==> src/rtl/div3_pkg.sv <==
// Shared types and the residue step for the divisible-by-3 serial stream.
// Used by the transmitter, the serial detector model and the scoreboard.
package div3_pkg;

    typedef enum logic {
        IDLE  = 1'b0,
        SHIFT = 1'b1
    } state_t;

    typedef logic [1:0] residue_t;

    // Appending bit b to a prefix with residue r gives (2*r + b) mod 3.
    function automatic residue_t mod3_step(residue_t r, logic b);
        residue_t n;
        case (r)
            2'd0:    n = b ? 2'd1 : 2'd0;
            2'd1:    n = b ? 2'd0 : 2'd2;
            default: n = b ? 2'd2 : 2'd1;
        endcase
        return n;
    endfunction

endpackage

==> src/rtl/div3_stream_tx.sv <==
// Serializes a word MSB-first with frame markers, alongside the golden
// "prefix divisible by 3" flag and residue for each emitted bit.
module div3_stream_tx
    import div3_pkg::*;
#(
    parameter int WIDTH = 8,
    parameter int LW    = $clog2(WIDTH + 1)
) (
    input  logic             clk,
    input  logic             reset,
    input  logic             in_valid_i,
    output logic             in_ready_o,
    input  logic [WIDTH-1:0] data_i,
    input  logic [LW-1:0]    len_i,
    output logic             x_valid_o,
    input  logic             x_ready_i,
    output logic             x_o,
    output logic             sof_o,
    output logic             eof_o,
    output logic             div_o,
    output logic [1:0]       rem_o,
    output logic             busy_o
);

    localparam logic [LW-1:0] LEN_MAX = LW'(WIDTH);

    state_t           state_reg;
    logic [WIDTH-1:0] shreg_reg;
    logic [LW-1:0]    cnt_reg;
    logic [LW-1:0]    len_reg;
    residue_t         res_reg;

    logic [LW-1:0]    len_eff;
    residue_t         res_next;
    logic             shifting;
    logic             eof;
    logic             beat;
    logic             accept;

    // Zero and oversize lengths both mean a full-width frame.
    always_comb begin
        len_eff = len_i;
        if (len_i == '0 || len_i > LEN_MAX)
            len_eff = LEN_MAX;
    end

    assign shifting = (state_reg == SHIFT);
    assign eof      = shifting && (cnt_reg == LW'(1));
    assign beat     = shifting && x_ready_i;
    assign res_next = mod3_step(res_reg, shreg_reg[WIDTH-1]);

    // Accepting on the eof beat lets frames run back to back.
    assign in_ready_o = !shifting || (eof && x_ready_i);
    assign accept     = in_valid_i && in_ready_o;

    assign x_valid_o = shifting;
    assign busy_o    = shifting;
    assign x_o       = shifting & shreg_reg[WIDTH-1];
    assign sof_o     = shifting && (cnt_reg == len_reg);
    assign eof_o     = eof;
    assign rem_o     = shifting ? res_next : 2'd0;
    assign div_o     = shifting && (res_next == 2'd0);

    always_ff @(posedge clk or posedge reset) begin
        if (reset) begin
            state_reg <= IDLE;
            shreg_reg <= '0;
            cnt_reg   <= '0;
            len_reg   <= '0;
            res_reg   <= 2'd0;
        end else if (accept) begin
            // Left-justify the frame so its MSB sits at the output bit.
            shreg_reg <= data_i << (LEN_MAX - len_eff);
            cnt_reg   <= len_eff;
            len_reg   <= len_eff;
            res_reg   <= 2'd0;
            state_reg <= SHIFT;
        end else if (beat) begin
            shreg_reg <= {shreg_reg[WIDTH-2:0], 1'b0};
            cnt_reg   <= cnt_reg - LW'(1);
            res_reg   <= res_next;
            if (eof)
                state_reg <= IDLE;
        end
    end

endmodule

==> config.mk <==
export PLATFORM = sky130hd
export DESIGN_NAME = div3_stream_tx
export DESIGN_NICKNAME = d
export VERILOG_FILES = /design/src/rtl/div3_pkg.sv /design/src/rtl/div3_stream_tx.sv
export SDC_FILE = /design/constraint.sdc
export NUM_CORES = 1
export LEC_CHECK = 0
export BUFFER_PORTS_ARGS = -buffer_cell sky130_fd_sc_hd__buf_2
export CORE_ASPECT_RATIO = 0.8
export CORE_MARGIN = 5
export CORE_UTILIZATION = 42
export DETAILED_ROUTE_END_ITERATION = 16
export GPL_TIMING_DRIVEN = 0
export PLACE_DENSITY_LB_ADDON = 0.1
export SKIP_CTS_REPAIR_TIMING = 1
export SYNTH_ARGS = -nofsm -noshare
export SYNTH_HDL_FRONTEND = slang
export SYNTH_SLANG_ARGS = --single-unit
==> constraint.sdc <==
create_clock -name clk -period 1.8 [get_ports clk]
set_input_delay 0.54 -clock clk [delete_from_list [all_inputs] [get_ports clk]]
set_output_delay 0.54 -clock clk [all_outputs]
set_load 0.01 [all_outputs]
# Word level (Yosys, flattened, before mapping)
# Cells that the tools add are included.
classes:
  n_addsub: 2
  order_cmp: 1
  n_eq_ne: 3
  shifts: 1
  muxes: 15
  n_bitwise: 1
  reduce_logical: 15
op_table:
  columns: ["cell", "count"]
  rows:
  - ["two-way mux 8 bit", 2]
  - ["two-way mux 4 bit", 3]
  - ["two-way mux 2 bit", 5]
  - ["<< shifter 8 x 4 -> 8 bit", 1]
  - ["logical AND 1 bit", 6]
  - ["equality test 4 x 1 -> 1 bit, second input constant", 1]
  - ["equality test 4 bit", 1]
  - ["greater-than comparator 4 bit, second input constant", 1]
  - ["zero test 2 bit", 2]
  - ["zero test 4 bit", 1]
  - ["two-way mux 1 bit", 4]
  - ["case mux 2 bit (2 select lines)", 1]
  - ["nonzero test 2 bit", 2]
  - ["subtractor 4 x 1 -> 4 bit, second input constant", 1]
  - ["subtractor 4 bit, first input constant", 1]
  - ["equality test 2 x 1 -> 1 bit, second input constant", 1]
  - ["logical OR 1 bit", 2]
  - ["AND reduction 2 bit", 1]
  - ["AND 1 bit", 1]
  - ["zero test 1 bit", 1]
totals:
  reg_bits: 19
  inputBits: 16
  wordCells: 43

# Longest topological paths before layout
depth:
  depth_word: 7
  mapped_depth: 9
  depth_no_buf: 8

# Least setup slack after synthesis
# OpenSTA, ideal clock, no wires.
synth_timing:
  path_type: "input port to flip-flop"
  start: "input port len_i[0]"
  end: "register shreg_reg[6]"
  arrival_ns: 2.197
  required_time_ns: 1.736
  path_slack_ns: -0.461
  stages: 9
  cell_sequence: "nor2b_2 > buf_6 > inv_6 > ha_1 > or4bb_2 > o21ai_0 > o21ai_0 > o21ai_1 > a21o_1"
synth_between:
  elab_chain_len: 6
  word_cells_on_any_way: 7
  cone_classes: "add/sub: 1; order compare: 1; shift: 1; mux: 2; reduce/logical: 2"
synth_lines:
  columns: ["element", "line", "rtl"]
  rows:
  - ["start, declared", "div3_stream_tx.sv:14", "input logic [LW-1:0] len_i,"]
  - ["greater-than comparator 4 bit or zero test 4 bit (tied branches)", "div3_stream_tx.sv:43", "if (len_i == '0 || len_i > LEN_MAX)"]
  - ["logical OR 1 bit", "div3_stream_tx.sv:43", null]
  - ["two-way mux 4 bit (*)", "div3_stream_tx.sv:43", null]
  - ["subtractor 4 bit (*)", "div3_stream_tx.sv:73", "shreg_reg <= data_i << (LEN_MAX - len_eff);"]
  - ["<< shifter 8 x 4 -> 8 bit (*)", "div3_stream_tx.sv:73", null]
  - ["two-way mux 8 bit (*)", "div3_stream_tx.sv:71", "end else if (accept) begin"]
  - ["end signal, assigned", "div3_stream_tx.sv:73", null]
  - ["end signal, assigned", "div3_stream_tx.sv:79", "shreg_reg <= {shreg_reg[WIDTH-2:0], 1'b0};"]
  - ["end, declared", "div3_stream_tx.sv:28", "logic [WIDTH-1:0] shreg_reg;"]
# Every way passes the cells marked *; elsewhere a longest branch is shown, timed or not.
# A chain may end at the register's enable or synchronous reset.

# Worst setup path after layout
layout_timing:
  start: "register cnt_reg[1]"
  end: "output port in_ready_o"
layout_between:
  elab_chain_len: 4
layout_lines:
  columns: ["element", "line", "rtl"]
  rows:
  - ["start, declared", "div3_stream_tx.sv:29", "logic [LW-1:0] cnt_reg;"]
  - ["start signal, assigned", "div3_stream_tx.sv:74", "cnt_reg <= len_eff;"]
  - ["start signal, assigned", "div3_stream_tx.sv:80", "cnt_reg <= cnt_reg - LW'(1);"]
  - ["equality test 4 x 1 -> 1 bit", "div3_stream_tx.sv:48", "assign eof = shifting && (cnt_reg == LW'(1));"]
  - ["logical AND 1 bit", "div3_stream_tx.sv:48", null]
  - ["logical AND 1 bit", "div3_stream_tx.sv:53", "assign in_ready_o = !shifting || (eof && x_ready_i);"]
  - ["logical OR 1 bit", "div3_stream_tx.sv:53", null]
  - ["end, declared", "div3_stream_tx.sv:12", "output logic in_ready_o,"]
# Every way passes these cells.

==> run_results.csv <==
group,metric,value,unit
status,outcome,"finished, violations left",
status,violations,"negative setup slack",
critical_path,critPathSlowestCell,"dfrtp_1",
finish,nFillCells,266,
routing,drt-initial-drc-count,39,
timing,fmax,0.5138,GHz
clocking,cts_root_buffer,"clkbuf_8",
pwr,power_density,1227,nW/um^2
logic_synthesis,syn_inst,140,
clocking,numCtsBuffers,3,
critical_path,crit_required,1260,ps
clocking,tritoncts,"built",
timing,hold_violations,0,
finish,n_antenna_cell,0,
logic_synthesis,syn_area_per_cell,9.241,sq um
min_path,min_path_type,"in2async",
routing,drt-total-wl,3392,um
timing,hold_slack,406.6,ps
logic_synthesis,yosysTopAreaCell,"dfrtp_1",
routing,firstDrtPassIters,4,
critical_path,cp_data_arrival_time,1410,ps
logic_synthesis,ys_seq_area_share,36.75,%
finish,final_common_cell,"buf_2",
finish,nets,204,
global_route,grt_pass1_wl,5451,um
timing,fin_skew,2.412,ps
timing,worstMarginPinSlew,759.8,ps
placed_design,gp_congestion,0.7833,
logic_synthesis,netlist_top_cells_area,"dfrtp_1 37%, nor3_1 4.6%, o21ai_0 4.3%",
global_route,grt_overflow,0,
die,start_util,42.87,%
die,rows,18,
die,ios,25,
pwr,finalPower,2274,uW
timing,min_period,1946,ps
critical_path,cp_cell_sequence,"inv_2, ha_4, and4bb_2, nand2b_4, buf_6",
timing,slew_violations,0,
logic_synthesis,ys_ff_latch,19,
logic_synthesis,synth_ff_type,"dfrtp_1",
critical_path,critPathMaxStageDelay,410,ps
die,die_area,4297,sq um
die,die_w,72.05,um
logic_synthesis,syn_area,1294,sq um
logic_synthesis,ys_types,44,
critical_path,worst-r2r-cell-count,8,
placed_design,place_hpwl,2266,um
global_route,grt_max_degree,20,
routing,wl_per_cell,15.14,um
pwr,p_leak,0.0008374,uW
critical_path,worstSetupPathType,"reg2out",
logic_synthesis,synth.top_cell.area_share,36.75,%
pwr,vdd.ir_drop.worst,450.8,uV
die,die_height,59.64,um
global_route,track_usage,16.33,%
finish,largest_reg_flops,8,
logic_synthesis,ys_warn_count,0,
die,core_area,3018,sq um
timing,finalSetupViolCount,8,
global_route,grt_pass1_vias,1121,
routing,drc,0,
job,cap_violations,0,
logic_synthesis,synth_nets,159,
routing,drtAntennaViolNets,0,
routing,vias,1233,
placed_design,portBuffers,24,
clocking,clk_pin_slew,70,ps
finish,drive_above_1_share,49.46,%
timing,period_share,108.1,%
clocking,clock_latency,260,ps
clocking,cts_max_level,1,
clocking,cts_num_sinks,19,
timing,slew_headroom,49.29,%
critical_path,critPathCaptureType,"output pin",
critical_path,path_max_fanout,3,
finish,final_cell_mix,"21 x buf_2, 15 x buf_4, 15 x dfrtp_1",
global_route,antenna_found_initial,0,
finish,area_delta_synth_final,43.33,%
clocking,cts_buffer_depth,2,
routing,via_per_inst,5.504,
logic_synthesis,synth_edf_count,0,
critical_path,critPathLaunchType,"flip-flop",
timing,setup_ws,-146.4,ps
logic_synthesis,async_flop_share,100.0,%
timing,rsz0062_at_grt,"true",
-- critical path: cells and delay by family, from the launching register on --
kind / cells / cell delay (ps)
flip-flops: 1 / 410
AND/OR/NAND/NOR: 2 / 400
buffers and inverters: 2 / 200
adder cells (fa/ha/maj): 1 / 130
-- cell usage after synthesis, drive strengths merged (2+ instances only) --
| cell type | n |
|---|---|
| a21oi | 7 |
| ha | 3 |
| xor2 | 2 |
| o21ai | 13 |
| inv | 8 |
| o21a | 3 |
| nand2b | 3 |
| nand2 | 11 |
| and2 | 2 |
| nor3 | 12 |
| dfrtp | 19 |
| mux4 | 2 |
| clkbuf | 4 |
| xnor2 | 4 |
| buf | 4 |
| nand3 | 3 |
| or3 | 3 |
| nor2 | 9 |
| a21o | 2 |
| mux2i | 5 |
| mux2 | 3 |
| a31oi | 3 |
-- stage by stage --
stage,setup TNS [ps],instance area [sq um],cells,setup WS [ps],util [%]
after floorplan,-582.3,1325,140,-194.7,-
after global placement,-2408,1495,204,-446.4,49.54
after detailed placement,-2619,1495,204,-439.5,49.54
after CTS,-1816,1540,208,-242.5,51.04
after global routing,-1146,1854,224,-180.0,61.44
final,-533.3,1854,224,-146.4,61.44
-- power breakdown --
| part | switching, uW | internal [uW] |
|---|---|---|
| sequential | 192 | 597 |
| clock | 142 | 158 |
| combinational | 541 | 645 |
| total | 876 | 1400 |
-- cell families (layout without fill, tap and decap cells) --
group | count (synthesis) | after routing | share of synthesized area (%)
compound gates | 38 | 38 | 19.15
xor+xnor | 6 | 6 | 5.513
fa+ha+maj | 3 | 3 | 2.902
buf+inv | 16 | 60 | 6.093
flops | 19 | 19 | 36.75
mux | 10 | 10 | 10.25
simple gates | 48 | 48 | 19.34
-- final cells by class --
cell class / instances / area [sq um] / share of cell area (%)
inverters: 8 / 37.54 / 2.024
well taps: 40 / 50.05 / 2.699
repair buffers: 42 / 305.3 / 16.46
plain buffers: 6 / 53.80 / 2.901
flip-flops and latches: 19 / 480.5 / 25.91
clock buffers: 4 / 45.04 / 2.429
multi-input cells: 105 / 882.1 / 47.57
-- routing by layer --
metal / part of all wire, % / GRT usage, %
met5: 0 / 0
met1: 47 / 23.48
met4: 2.9 / 6.434
met3: 6.7 / 2.712
met2: 43 / 24.48
-- final timing paths --
| kind | start | to | slack, ps |
|---|---|---|---|
| max in group asynchronous | reset | busy_o | 870 |
| min reg2reg | shreg_reg[0] | shreg_reg[0] | 500 |
| min | reset | cnt_reg[3] | 410 |
| max reg2reg | cnt_reg[1] | cnt_reg[3] | -90 |
| min in group clk | shreg_reg[0] | shreg_reg[0] | 500 |
| max | cnt_reg[1] | in_ready_o | -150 |
No activity file was read; power rests on OpenSTA's default activity.
